--- src/rtl/z80fi_packet_builder_pkg.sv ---
// Shared types for the z80fi retirement packet builder.
// Pure declarations: no logic, no latency.
// No flow control lives here; see z80fi_packet_builder.
package z80fi_packet_builder_pkg;

    // Instruction tracking state
    typedef enum logic [0:0] {
        ST_IDLE    = 1'b0,
        ST_COLLECT = 1'b1
    } state_e;

    // Per-instruction accumulator: everything gathered while an instruction is open
    typedef struct packed {
        logic [31:0] insn;
        logic [2:0]  len;
        logic [15:0] pc;
        logic [3:0]  reg1_num;
        logic [15:0] reg1_data;
        logic [3:0]  reg2_num;
        logic [15:0] reg2_data;
        logic [1:0]  nreg;
        logic        mem_wr;
        logic [15:0] mem_addr;
        logic [7:0]  mem_data;
        logic        err;
    } acc_t;

    // Retired packet as presented to the checkers
    typedef struct packed {
        logic [31:0] insn;
        logic [2:0]  len;
        logic [15:0] pc_rdata;
        logic [15:0] pc_wdata;
        logic [3:0]  reg1_num;
        logic [15:0] reg1_data;
        logic [3:0]  reg2_num;
        logic [15:0] reg2_data;
        logic        mem_wr;
        logic [15:0] mem_addr;
        logic [7:0]  mem_data;
        logic        err;
    } pkt_t;

    localparam acc_t ACC_CLEAR = '0;

endpackage

--- src/rtl/z80fi_packet_builder.sv ---
// Gathers per-instruction fetches, register reads and memory writes into one z80fi packet.
// Latency: z80fi_valid pulses one cycle after insn_done; data fields hold until the next packet.
// No backpressure: the checkers must accept one packet per cycle; overflowing events are dropped and flagged.
module z80fi_packet_builder
    import z80fi_packet_builder_pkg::*;
#(
    parameter int MAX_INSN_BYTES = 4
) (
    input  logic        clk,
    input  logic        reset,
    input  logic        insn_start,
    input  logic [15:0] insn_pc,
    input  logic        fetch_valid,
    input  logic [7:0]  fetch_data,
    input  logic        reg_rd_valid,
    input  logic [3:0]  reg_rd_num,
    input  logic [15:0] reg_rd_data,
    input  logic        mem_wr_valid,
    input  logic [15:0] mem_wr_addr,
    input  logic [7:0]  mem_wr_data,
    input  logic        insn_done,
    input  logic [15:0] next_pc,
    output logic        z80fi_valid,
    output logic [31:0] z80fi_insn,
    output logic [2:0]  z80fi_insn_len,
    output logic [15:0] z80fi_pc_rdata,
    output logic [15:0] z80fi_pc_wdata,
    output logic [3:0]  z80fi_reg1_rnum,
    output logic [3:0]  z80fi_reg2_rnum,
    output logic [15:0] z80fi_reg1_rdata,
    output logic [15:0] z80fi_reg2_rdata,
    output logic        z80fi_mem_wr,
    output logic [15:0] z80fi_mem_waddr,
    output logic [7:0]  z80fi_mem_wdata,
    output logic        z80fi_err
);

    // Byte slots are addressed with len[1:0], so this must stay 4
    localparam logic [2:0] MAX_LEN = 3'(MAX_INSN_BYTES);

    state_e      state_q, state_d;
    acc_t        acc_q, acc_d;
    acc_t        base, merged;
    pkt_t        pkt_q, pkt_d;
    logic        valid_q, valid_d;
    logic        collecting, retire, restart, take_events;

    // State register
    always_ff @(posedge clk) begin
        if (reset) state_q <= ST_IDLE;
        else       state_q <= state_d;
    end

    // Next state: done without a new start closes the instruction
    always_comb begin
        state_d = state_q;
        case (state_q)
            ST_IDLE:    if (insn_start) state_d = ST_COLLECT;
            ST_COLLECT: if (insn_done && !insn_start) state_d = ST_IDLE;
        endcase
    end

    // State decode: who owns this cycle's events
    always_comb begin
        collecting  = (state_q == ST_COLLECT);
        retire      = collecting && insn_done;
        restart     = collecting && insn_start && !insn_done;
        // On start+done the events belong to the retiring instruction;
        // a lone start hands them to the new one.
        take_events = collecting || (insn_start && !insn_done);
    end

    // Fold this cycle's events into the appropriate accumulator view
    always_comb begin
        base = (collecting && !restart) ? acc_q : ACC_CLEAR;
        // An abandoned partial instruction taints the one that replaces it
        if (restart) base.err = 1'b1;
        merged = base;
        if (take_events) begin
            if (fetch_valid) begin
                if (base.len < MAX_LEN) begin
                    merged.insn[{base.len[1:0], 3'b000} +: 8] = fetch_data;
                    merged.len = base.len + 3'd1;
                end else begin
                    merged.err = 1'b1;
                end
            end
            if (reg_rd_valid) begin
                if (base.nreg == 2'd0) begin
                    merged.reg1_num  = reg_rd_num;
                    merged.reg1_data = reg_rd_data;
                    merged.nreg      = 2'd1;
                end else if (base.nreg == 2'd1) begin
                    merged.reg2_num  = reg_rd_num;
                    merged.reg2_data = reg_rd_data;
                    merged.nreg      = 2'd2;
                end else begin
                    merged.err = 1'b1;
                end
            end
            if (mem_wr_valid) begin
                if (!base.mem_wr) begin
                    merged.mem_wr   = 1'b1;
                    merged.mem_addr = mem_wr_addr;
                    merged.mem_data = mem_wr_data;
                end else begin
                    merged.err = 1'b1;
                end
            end
        end
    end

    // Accumulator update and packet capture on retirement
    always_comb begin
        acc_d   = acc_q;
        pkt_d   = pkt_q;
        valid_d = 1'b0;
        if (retire) begin
            valid_d         = 1'b1;
            pkt_d.insn      = merged.insn;
            pkt_d.len       = merged.len;
            pkt_d.pc_rdata  = merged.pc;
            pkt_d.pc_wdata  = next_pc;
            pkt_d.reg1_num  = merged.reg1_num;
            pkt_d.reg1_data = merged.reg1_data;
            pkt_d.reg2_num  = merged.reg2_num;
            pkt_d.reg2_data = merged.reg2_data;
            pkt_d.mem_wr    = merged.mem_wr;
            pkt_d.mem_addr  = merged.mem_addr;
            pkt_d.mem_data  = merged.mem_data;
            pkt_d.err       = merged.err;
            // Back-to-back: the next instruction opens empty
            acc_d = ACC_CLEAR;
            if (insn_start) acc_d.pc = insn_pc;
        end else if (insn_start) begin
            acc_d    = merged;
            acc_d.pc = insn_pc;
        end else if (collecting) begin
            acc_d = merged;
        end
    end

    // Accumulator and output registers
    always_ff @(posedge clk) begin
        if (reset) begin
            acc_q   <= ACC_CLEAR;
            pkt_q   <= '0;
            valid_q <= 1'b0;
        end else begin
            acc_q   <= acc_d;
            pkt_q   <= pkt_d;
            valid_q <= valid_d;
        end
    end

    assign z80fi_valid      = valid_q;
    assign z80fi_insn       = pkt_q.insn;
    assign z80fi_insn_len   = pkt_q.len;
    assign z80fi_pc_rdata   = pkt_q.pc_rdata;
    assign z80fi_pc_wdata   = pkt_q.pc_wdata;
    assign z80fi_reg1_rnum  = pkt_q.reg1_num;
    assign z80fi_reg1_rdata = pkt_q.reg1_data;
    assign z80fi_reg2_rnum  = pkt_q.reg2_num;
    assign z80fi_reg2_rdata = pkt_q.reg2_data;
    assign z80fi_mem_wr     = pkt_q.mem_wr;
    assign z80fi_mem_waddr  = pkt_q.mem_addr;
    assign z80fi_mem_wdata  = pkt_q.mem_data;
    assign z80fi_err        = pkt_q.err;

endmodule

--- config.mk ---
export PLATFORM = sky130hd
export DESIGN_NAME = z80fi_packet_builder
export DESIGN_NICKNAME = d
export VERILOG_FILES = /design/src/rtl/z80fi_packet_builder_pkg.sv /design/src/rtl/z80fi_packet_builder.sv
export SDC_FILE = /design/constraint.sdc
export NUM_CORES = 1
export LEC_CHECK = 0
export CORE_ASPECT_RATIO = 1.25
export CORE_UTILIZATION = 53
export CTS_BUF_LIST = sky130_fd_sc_hd__clkbuf_16
export CTS_CLUSTER_DIAMETER = 50
export DETAILED_ROUTE_END_ITERATION = 6
export PLACE_DENSITY_LB_ADDON = 0.15
export SLEW_MARGIN = 40
export SYNTH_ARGS = -nofsm -noshare
export SYNTH_HDL_FRONTEND = slang
export SYNTH_SLANG_ARGS = --single-unit
--- constraint.sdc ---
create_clock -name clk -period 7.75 [get_ports clk]
set_input_delay 1.55 -clock clk [delete_from_list [all_inputs] [get_ports clk]]
set_output_delay 1.55 -clock clk [all_outputs]
set_load 0.05 [all_outputs]
==> results.sh <==
export IMPL_ys_seq_area_share_pct=54.7
export IMPL_startpoint_type="primary input"
export IMPL_finalMaxSlewViolations=0
export IMPL_num_vias=7957
export IMPL_skew_ns=0.0106
export IMPL_preCtsSetupSlack_ns=2.82
export IMPL_dpl_cell_count=1338
export IMPL_cp_end_kind="flip-flop"
export IMPL_cts_setup_buffers=0
export IMPL_fp_dieW_um=120
export IMPL_syn_to_final_growth_pct=34.6
export IMPL_path_clk_slew_ns=0.06
export IMPL_hold_class="reg2reg"
export IMPL_hold_buffers=0
export IMPL_grt_max_degree=85
export IMPL_htree_levels=1
export IMPL_worstMarginPinSlew_ns=0.810
export IMPL_synthCells=950
export IMPL_globalplace_congestion=0.845
export IMPL_r2r_setup_slack_ns=4.39
export IMPL_synth_edf_count=0
export IMPL_r2r_cells=7
export IMPL_track_usage_pct=26.3
export IMPL_synth_seq_cells=254
export IMPL_dr_pass1_iters=5
export IMPL_hpwl_um=15600
export IMPL_nFillCells=1277
export IMPL_clkLatencyLatePin_ns=0.52
export IMPL_clock_sinks=254
export IMPL_max_freq_mhz=223
export IMPL_p_leak_nw=5.02
export IMPL_cp_startpoint="insn_done"
export IMPL_syn_area_sq_um=9290
export IMPL_crit_type="in2reg"
export IMPL_cts_root_buf="clkbuf_16"
export IMPL_final_nets=1245
export IMPL_fin_area_sq_um=12500
export IMPL_rr_endpoint="z80fi_insn[13]"
export IMPL_setup_viol=0
export IMPL_finalPower_mw=2.91
export IMPL_fin_ws_ns=3.27
export IMPL_min_period_over_period_pct=57.8
export IMPL_cap_violations=0
export IMPL_cts_tree="built"
export IMPL_drc_errors=0
export IMPL_synth_cell_type_count=49
export IMPL_cp_data_arrival_time_ns=4.92
export IMPL_postSynthAreaPerCell_sq_um=9.78
export IMPL_wl_um=24300
export IMPL_ctsResizeCount=0
export IMPL_yosys_warnings=0
export IMPL_io_buffers=224
export IMPL_worstReg2RegStart="collecting"
export IMPL_vias_per_cell=5.76
export IMPL_async_flop_share_pct=0
export IMPL_die_height_um=150
export IMPL_io_pins=225
export IMPL_post_dp_cell_area_sq_um=11600
export IMPL_coreArea_sq_um=17000
export IMPL_start_util_pct=54.7
export IMPL_status="finished clean"
export IMPL_grt_pass1_wl_um=38800
export IMPL_max_vdd_ir_drop_uv=172
export IMPL_cts_buffer_depth=3
export IMPL_synth_top_flop_cell="dfxtp_1"
export IMPL_drive_gt1_share_pct=5.68
export IMPL_rsz0062_at_grt="no"
export IMPL_antenna_found_initial=0
export IMPL_p_per_area_nw_per_um2=232
export IMPL_die_area_sq_um=18100
export IMPL_hold_worst_slack_ns=0.451
export IMPL_drt_iter0_markers=651
export IMPL_overflow=0
export IMPL_finalNonFillerCells=1381
export IMPL_min_period_ns=4.48
export IMPL_grt_pass1_vias=7600
export IMPL_slew_headroom_pct=46.0
export IMPL_synth_fp_nets=1050
export IMPL_required_ns=8.19
export IMPL_fin_util_pct=73.7
export IMPL_finalHoldViolations=0
export IMPL_crit_path_end="z80fi_insn[13]"
export IMPL_cts_buffers=25
export IMPL_avgRoutedWirePerCell_um=17.6
export IMPL_tns_ns=0
export IMPL_ant_nets=0
export IMPL_rows=53
export IMPL_antenna_cells=0
export IMPL_path_max_fanout=15
cells by family (layout without fill, tap and decap cells):
kind of cell,after synthesis,in the layout,synth area share [%]
muxes,40,40,4.31
and+or+nand+nor,233,233,11.3
AOI/OAI and AO/OA,303,303,23.8
buffers and inverters,111,322,4.66
adders and majority gates,9,9,1.21
DFF,254,254,54.7
worst min-delay path by stage:
stage | startpoint | endpoint | slack (ns) | cells after the start
after floorplan | acc_q[93] | acc_q[93] | 0.43 | 2
after global placement | z80fi_reg1_rdata[0] | z80fi_reg1_rdata[0] | 0.44 | 2
after detailed placement | acc_q[69] | z80fi_pc_rdata[1] | 0.44 | 2
after CTS | acc_q[72] | z80fi_pc_rdata[4] | 0.45 | 2
after global routing | acc_q[69] | z80fi_pc_rdata[1] | 0.46 | 2
final | acc_q[69] | z80fi_pc_rdata[1] | 0.45 | 2
area by class of cell:
| class | count | area (sq um) | area share [%] |
|---|---|---|---|
| Inverter | 41 | 154 | 1.23 |
| Clock buffer | 25 | 626 | 5.00 |
| Tap cell | 220 | 275 | 2.20 |
| Multi-Input combinational cell | 585 | 3800 | 30.3 |
| Clock inverter | 18 | 223 | 1.78 |
| Sequential cell | 254 | 5090 | 40.7 |
| Timing Repair Buffer | 238 | 2350 | 18.8 |
power breakdown:
group | internal [mW] | switching (mW) | total, mW
Clock | 0.755 | 0.500 | 1.26
Combinational | 0.110 | 0.179 | 0.289
Sequential | 1.34 | 0.0221 | 1.36
placed cells by master (no fill, tap or decap), types with 9 or more instances in the layout:
master,count
o21ai_0,39
a222oi_1,24
a22oi_1,23
o21ai_1,10
nand2_1,134
dfxtp_1,253
nand3_1,18
inv_1,46
a211oi_1,24
clkbuf_16,25
clkdlybuf4s50_1,222
ha_1,9
a21oi_1,58
mux2i_1,40
a22o_1,96
buf_4,11
nor2_1,39
sequential cells by signal, summed over array words and instances, names as in the netlist, 3 cells and up:
register	count
z80fi_pc_rdata	16
z80fi_mem_waddr	16
z80fi_reg2_rnum	4
z80fi_mem_wdata	8
z80fi_reg1_rnum	4
z80fi_insn_len	3
acc_q	119
z80fi_insn	32
z80fi_pc_wdata	16
z80fi_reg2_rdata	16
z80fi_reg1_rdata	16
layer usage:
| layer | GRT usage, % | share of wire, % |
|---|---|---|
| met5 | 0 | 0 |
| met4 | 8.89 | 2.6 |
| met3 | 4.84 | 6.8 |
| met2 | 44.8 | 49 |
| met1 | 33.5 | 42 |
cell usage after synthesis, types with 3 or more instances:
cell | number | share of area, %
a21oi_1 | 58 | 3.1
o22ai_1 | 3 | 0.20
a221o_1 | 7 | 0.75
buf_1 | 5 | 0.20
clkbuf_1 | 52 | 2.1
inv_1 | 41 | 1.7
buf_2 | 13 | 0.70
nand3_1 | 18 | 0.97
ha_1 | 9 | 1.2
a32oi_1 | 3 | 0.28
mux2i_1 | 40 | 4.3
a22o_1 | 96 | 9.1
a222oi_1 | 24 | 2.6
a211oi_1 | 24 | 1.9
a31oi_1 | 5 | 0.34
a22oi_1 | 23 | 1.9
nor3_1 | 3 | 0.16
nor2b_1 | 5 | 0.34
nand2_1 | 135 | 5.5
o21ai_1 | 9 | 0.48
nand2b_1 | 3 | 0.20
o21ai_0 | 40 | 2.2
and2_1 | 8 | 0.54
dfxtp_1 | 254 | 55
nor2_1 | 39 | 1.6
worst max-delay path, cell delays in order:
cell             delay [ns]
clkdlybuf4s50_1        0.82
nor2b_1                0.19
nor2_1                 0.42
nand2_1                0.20
ha_1                   0.39
or3b_1                 0.43
or4_1                  0.70
o21ai_1                0.22
Power figures use the tool's default switching activity.
==> RTL change 1: new RTL, config.mk and constraints unchanged <==
Make the reset (`reset`) asynchronous in 2 clocked blocks.
--- a/src/rtl/z80fi_packet_builder.sv
+++ b/src/rtl/z80fi_packet_builder.sv
@@ -46,7 +46,7 @@
     logic        collecting, retire, restart, take_events;
 
     // State register
-    always_ff @(posedge clk) begin
+    always_ff @(posedge clk or posedge reset) begin
         if (reset) state_q <= ST_IDLE;
         else       state_q <= state_d;
     end
@@ -141,7 +141,7 @@
     end
 
     // Accumulator and output registers
-    always_ff @(posedge clk) begin
+    always_ff @(posedge clk or posedge reset) begin
         if (reset) begin
             acc_q   <= ACC_CLEAR;
             pkt_q   <= '0;
Formal check against the unedited RTL: differs if reset is asserted again (counterexample within 4 cycles, from zero or initial values and one cycle with reset high); with reset held inactive, the same outputs for 4 cycles.
==> RTL change 1 against the unedited design <==
Setup slack improved by 54 ps; area after synthesis increased by 14%; register-to-register slack improved by 220 ps; synthesized cell count increased by 1.1%; sequential cell count unchanged; routed wire length increased by 2.9%; via count increased by 0.78%; cell area increased by 9.9%; global-route usage decreased by 1.6 points.
Power is not compared: it rests on default switching activity, and its combinational part moved more than twofold at a synthesized area within 25%.
==> RTL change 1: results (changes against the unedited design) <==
Synthesis
  – Post-synthesis cell count: 960 (was 950)
  – Adder-cell share of the synthesized area: 1.064% (was 1.212%)
  – Post-synth ARST share: 100.0% (was 0%)
  – Distinct cells, synth: 55 (was 49)
  – Mux contribution to synthesized area: 6.052% (was 4.310%)
  – Ranking of synthesized cells by area: dfrtp_1, nand2_1, a22o_1 (was dfxtp_1, a22o_1, nand2_1)
  – Xor/xnor cell area share of the yosys netlist: 0.08274% (was 0%)
  – Top cells by count, synth: dfrtp_1, nand2_1, o21ai_0, a22o_1, mux2i_1 (was dfxtp_1, nand2_1, a22o_1, a21oi_1, clkbuf_1)

Detailed routing
  – Drt pass-1 iters: 7 (was 5)
  – Final wirelength: 25.02 mm (was 24.32 mm)
  – Met2 wire len: 12.04 mm (was 11.87 mm)
  – Met3 wire length: 1.497 mm (was 1.647 mm)
  – Via density per instance: 5.561 (was 5.762)
  – Drt initial violations: 542 (was 651)

Global routing
  – First-pass GRT wire length: 40.73 mm (was 38.85 mm)
  – Total GRT Usage: 24.73% (was 26.33%)
  – M1 GR Usage: 34.91% (was 33.51%)
  – Grt met2 use: 39.48% (was 44.77%)

Worst setup path
  – CP max FO: 22 (was 15)
  – Worst Path Arrival: 4830 ps (was 4920 ps)

Layout
  – Layout cell share with drive strength beyond 1: 5.438% (was 5.685%)
  – Nets: 1260 (was 1245)
  – Cell Count, Final, Fillers Out: 1442 (was 1381)

Timing
  – Worst Skew: 21.71 ps (was 10.64 ps)
  – Slew margin rel.: 45.26% (was 45.99%)

Placement
  – GPL Wtd Cong: 0.8468 (was 0.8450)

Run status
  – Status: finished, final reports clean (unchanged)
[RTL change 1: final cells by class]
cell class,count,area [um2]
Inverter,23,90.09
Fill cell,1461,5718
Clock buffer,25,625.6
Timing Repair Buffer,234,2376
Sequential cell,254,6356
Tap cell,265,331.6
Multi-Input combinational cell,622,3861
Clock inverter,19,111.4
[RTL change 1: cells by family after synthesis]
group           after synthesis
simple gates                290
compound gates              258
flops                       254
buf+inv                      84
mux                          64
fa+ha+maj                     9
xor+xnor                      1
[RTL change 1: path summary, 6_finish.rpt]
kind | to | cells after the start | start | slack (ps)
worst max register to register | acc_q[38] | 8 | collecting | 4610
worst max-delay path | acc_q[38] | 10 | insn_done | 3330
worst min register to register | z80fi_err | 2 | z80fi_err | 460
min in group asynchronous | z80fi_pc_rdata[5] | 2 | reset | 1380
max in group asynchronous | acc_q[84] | 3 | reset | 5430
worst min-delay path | z80fi_err | 2 | z80fi_err | 460
==> RTL change 2: new RTL, same flow settings <==
Made on the original files. Add an input register stage for `fetch_data`, cleared by the reset; this delays it by one clock. The other inputs are not delayed to match.
--- a/src/rtl/z80fi_packet_builder.sv
+++ b/src/rtl/z80fi_packet_builder.sv
@@ -37,6 +37,16 @@
 
     // Byte slots are addressed with len[1:0], so this must stay 4
     localparam logic [2:0] MAX_LEN = 3'(MAX_INSN_BYTES);
+
+    logic [7:0] fetch_data_q;
+
+    always_ff @(posedge clk) begin
+        if (reset) begin
+            fetch_data_q <= '0;
+        end else begin
+            fetch_data_q <= fetch_data;
+        end
+    end
 
     state_e      state_q, state_d;
     acc_t        acc_q, acc_d;
@@ -79,7 +89,7 @@
         if (take_events) begin
             if (fetch_valid) begin
                 if (base.len < MAX_LEN) begin
-                    merged.insn[{base.len[1:0], 3'b000} +: 8] = fetch_data;
+                    merged.insn[{base.len[1:0], 3'b000} +: 8] = fetch_data_q;
                     merged.len = base.len + 3'd1;
                 end else begin
                     merged.err = 1'b1;
Formal check against the unedited RTL: not equivalent (Yosys sat finds a counterexample within 4 cycles, from zero or initial values and one cycle with reset high).
==> RTL change 2 against the unedited design <==
Power up 4.9%; sequential cell count increased by 8; routed wire length increased by 1.9%; clock skew is 5.5 ps higher; via count shrank 0.90%; cell count shrank 1.7%; area after synthesis is 2.9% higher; setup slack got worse by 260 ps; synthesized cell count decreased by 2.8%; die area rose by 2.8%; cell area increased by 2.9%; maximum frequency fell by 5.5%; highest routed layer unchanged.
==> RTL change 2: results (changes against the unedited design) <==
Run status
  – Status: finished, final reports clean (unchanged)

Layout
  – Layout cell share with drive strength beyond 1: 6.973% (was 5.685%)
  – Cell Count, Final, Fillers Out: 1357 (was 1381)
  – Nets: 1213 (was 1245)
  – Finished Core Util: 73.24% (was 73.68%)
  – Fillers: 1313 (was 1277)

Synthesis
  – Top cells by count, synth: dfxtp_1, a22o_1, nand2_1, o21ai_0, nor2_1 (was dfxtp_1, nand2_1, a22o_1, a21oi_1, clkbuf_1)
  – Ranking of synthesized cells by area: dfxtp_1, a22o_1, o21ai_0 (was dfxtp_1, a22o_1, nand2_1)
  – Distinct cells, synth: 50 (was 49)
  – Post-synthesis sequential area ratio: 54.87% (was 54.73%)
  – Post-synthesis cell count: 923 (was 950)
  – Mapped Nets: 1023 (was 1050)

Global routing
  – Grt met2 use: 44.28% (was 44.77%)
  – First-pass GRT wire length: 40.54 mm (was 38.85 mm)
  – Total GRT Usage: 26.65% (was 26.33%)
  – Largest net degree at the start of global routing: 100 (was 85)
  – Met3 usage: 6.774% (was 4.840%)
  – Vias in the first global route: 7962 (was 7600)
  – M1 GR Usage: 33.53% (was 33.51%)

Power and ir drop
  – NetSw: 0.0006821 W (was 0.0007010 W)
  – Comb group: 0.000229 W (was 0.000289 W)
  – Leakage: 5.104 nW (was 5.020 nW)
  – Peak supply drop: 0.2517 mV (was 0.1722 mV)
  – Net Sw Frac: 22.37% (was 24.11%)

Worst setup path
  – CP peak stage delay: 650 ps (was 820 ps)
  – CP max FO: 27 (was 15)
  – Worst path required time: 8130 ps (was 8190 ps)
  – Slowest CP cell: nand2_1 (was clkdlybuf4s50_1)

Placement
  – Pre-CTS WS: 2326 ps (was 2823 ps)
  – HPWL after DPL: 16.04 mm (was 15.59 mm)
  – GPL Wtd Cong: 0.7897 (was 0.8450)
  – Post-Place Cells: 1309 (was 1338)
  – Placed inst area: 11870 um2 (was 11650 um2)

CTS
  – Latest clock arrival within the worst-skew pair: 520 ps (about the same)
  – CTS Buf Count: 26 (was 25)
  – Post-CTS Setup Inserts: 0 (unchanged)

Detailed routing
  – Drt initial violations: 415 (was 651)
  – Met1 WL: 10.16 mm (about the same)
  – Met2 wire len: 11.93 mm (was 11.87 mm)
  – DR WL/cell: 18.26 um (was 17.61 um)

Timing
  – Slew @ Worst Pin: 785.3 ps (was 810.1 ps)
  – Worst Skew: 16.11 ps (was 10.64 ps)
-- RTL change 2: layout make-up --
class | count | area share (%)
clock buffer | 27 | 5.251
clock inverter | 21 | 2.392
inverter | 18 | 0.5251
multi-input combinational | 568 | 30.51
sequential | 262 | 40.78
tap | 224 | 2.178
timing repair buffer | 237 | 18.37
-- RTL change 2: cells by family after synthesis --
logic type | count (synthesis) | synth area share [%]
DFF | 262 | 54.87
AOI/OAI and AO/OA | 326 | 26.13
buffers and inverters | 93 | 4.555
muxes | 20 | 2.094
adders and majority gates | 9 | 1.178
and+or+nand+nor | 213 | 11.18
-- RTL change 2: path summary, 6_finish.rpt --
check | cells after the start | startpoint | end | slack (ps)
setup reg to reg | 9 | collecting | acc_q[108] | 4410
hold reg to reg | 2 | z80fi_reg2_rdata[3] | z80fi_reg2_rdata[3] | 450
setup / recovery | 10 | insn_start | z80fi_reg1_rdata[0] | 3010
hold / removal | 2 | z80fi_reg2_rdata[3] | z80fi_reg2_rdata[3] | 450
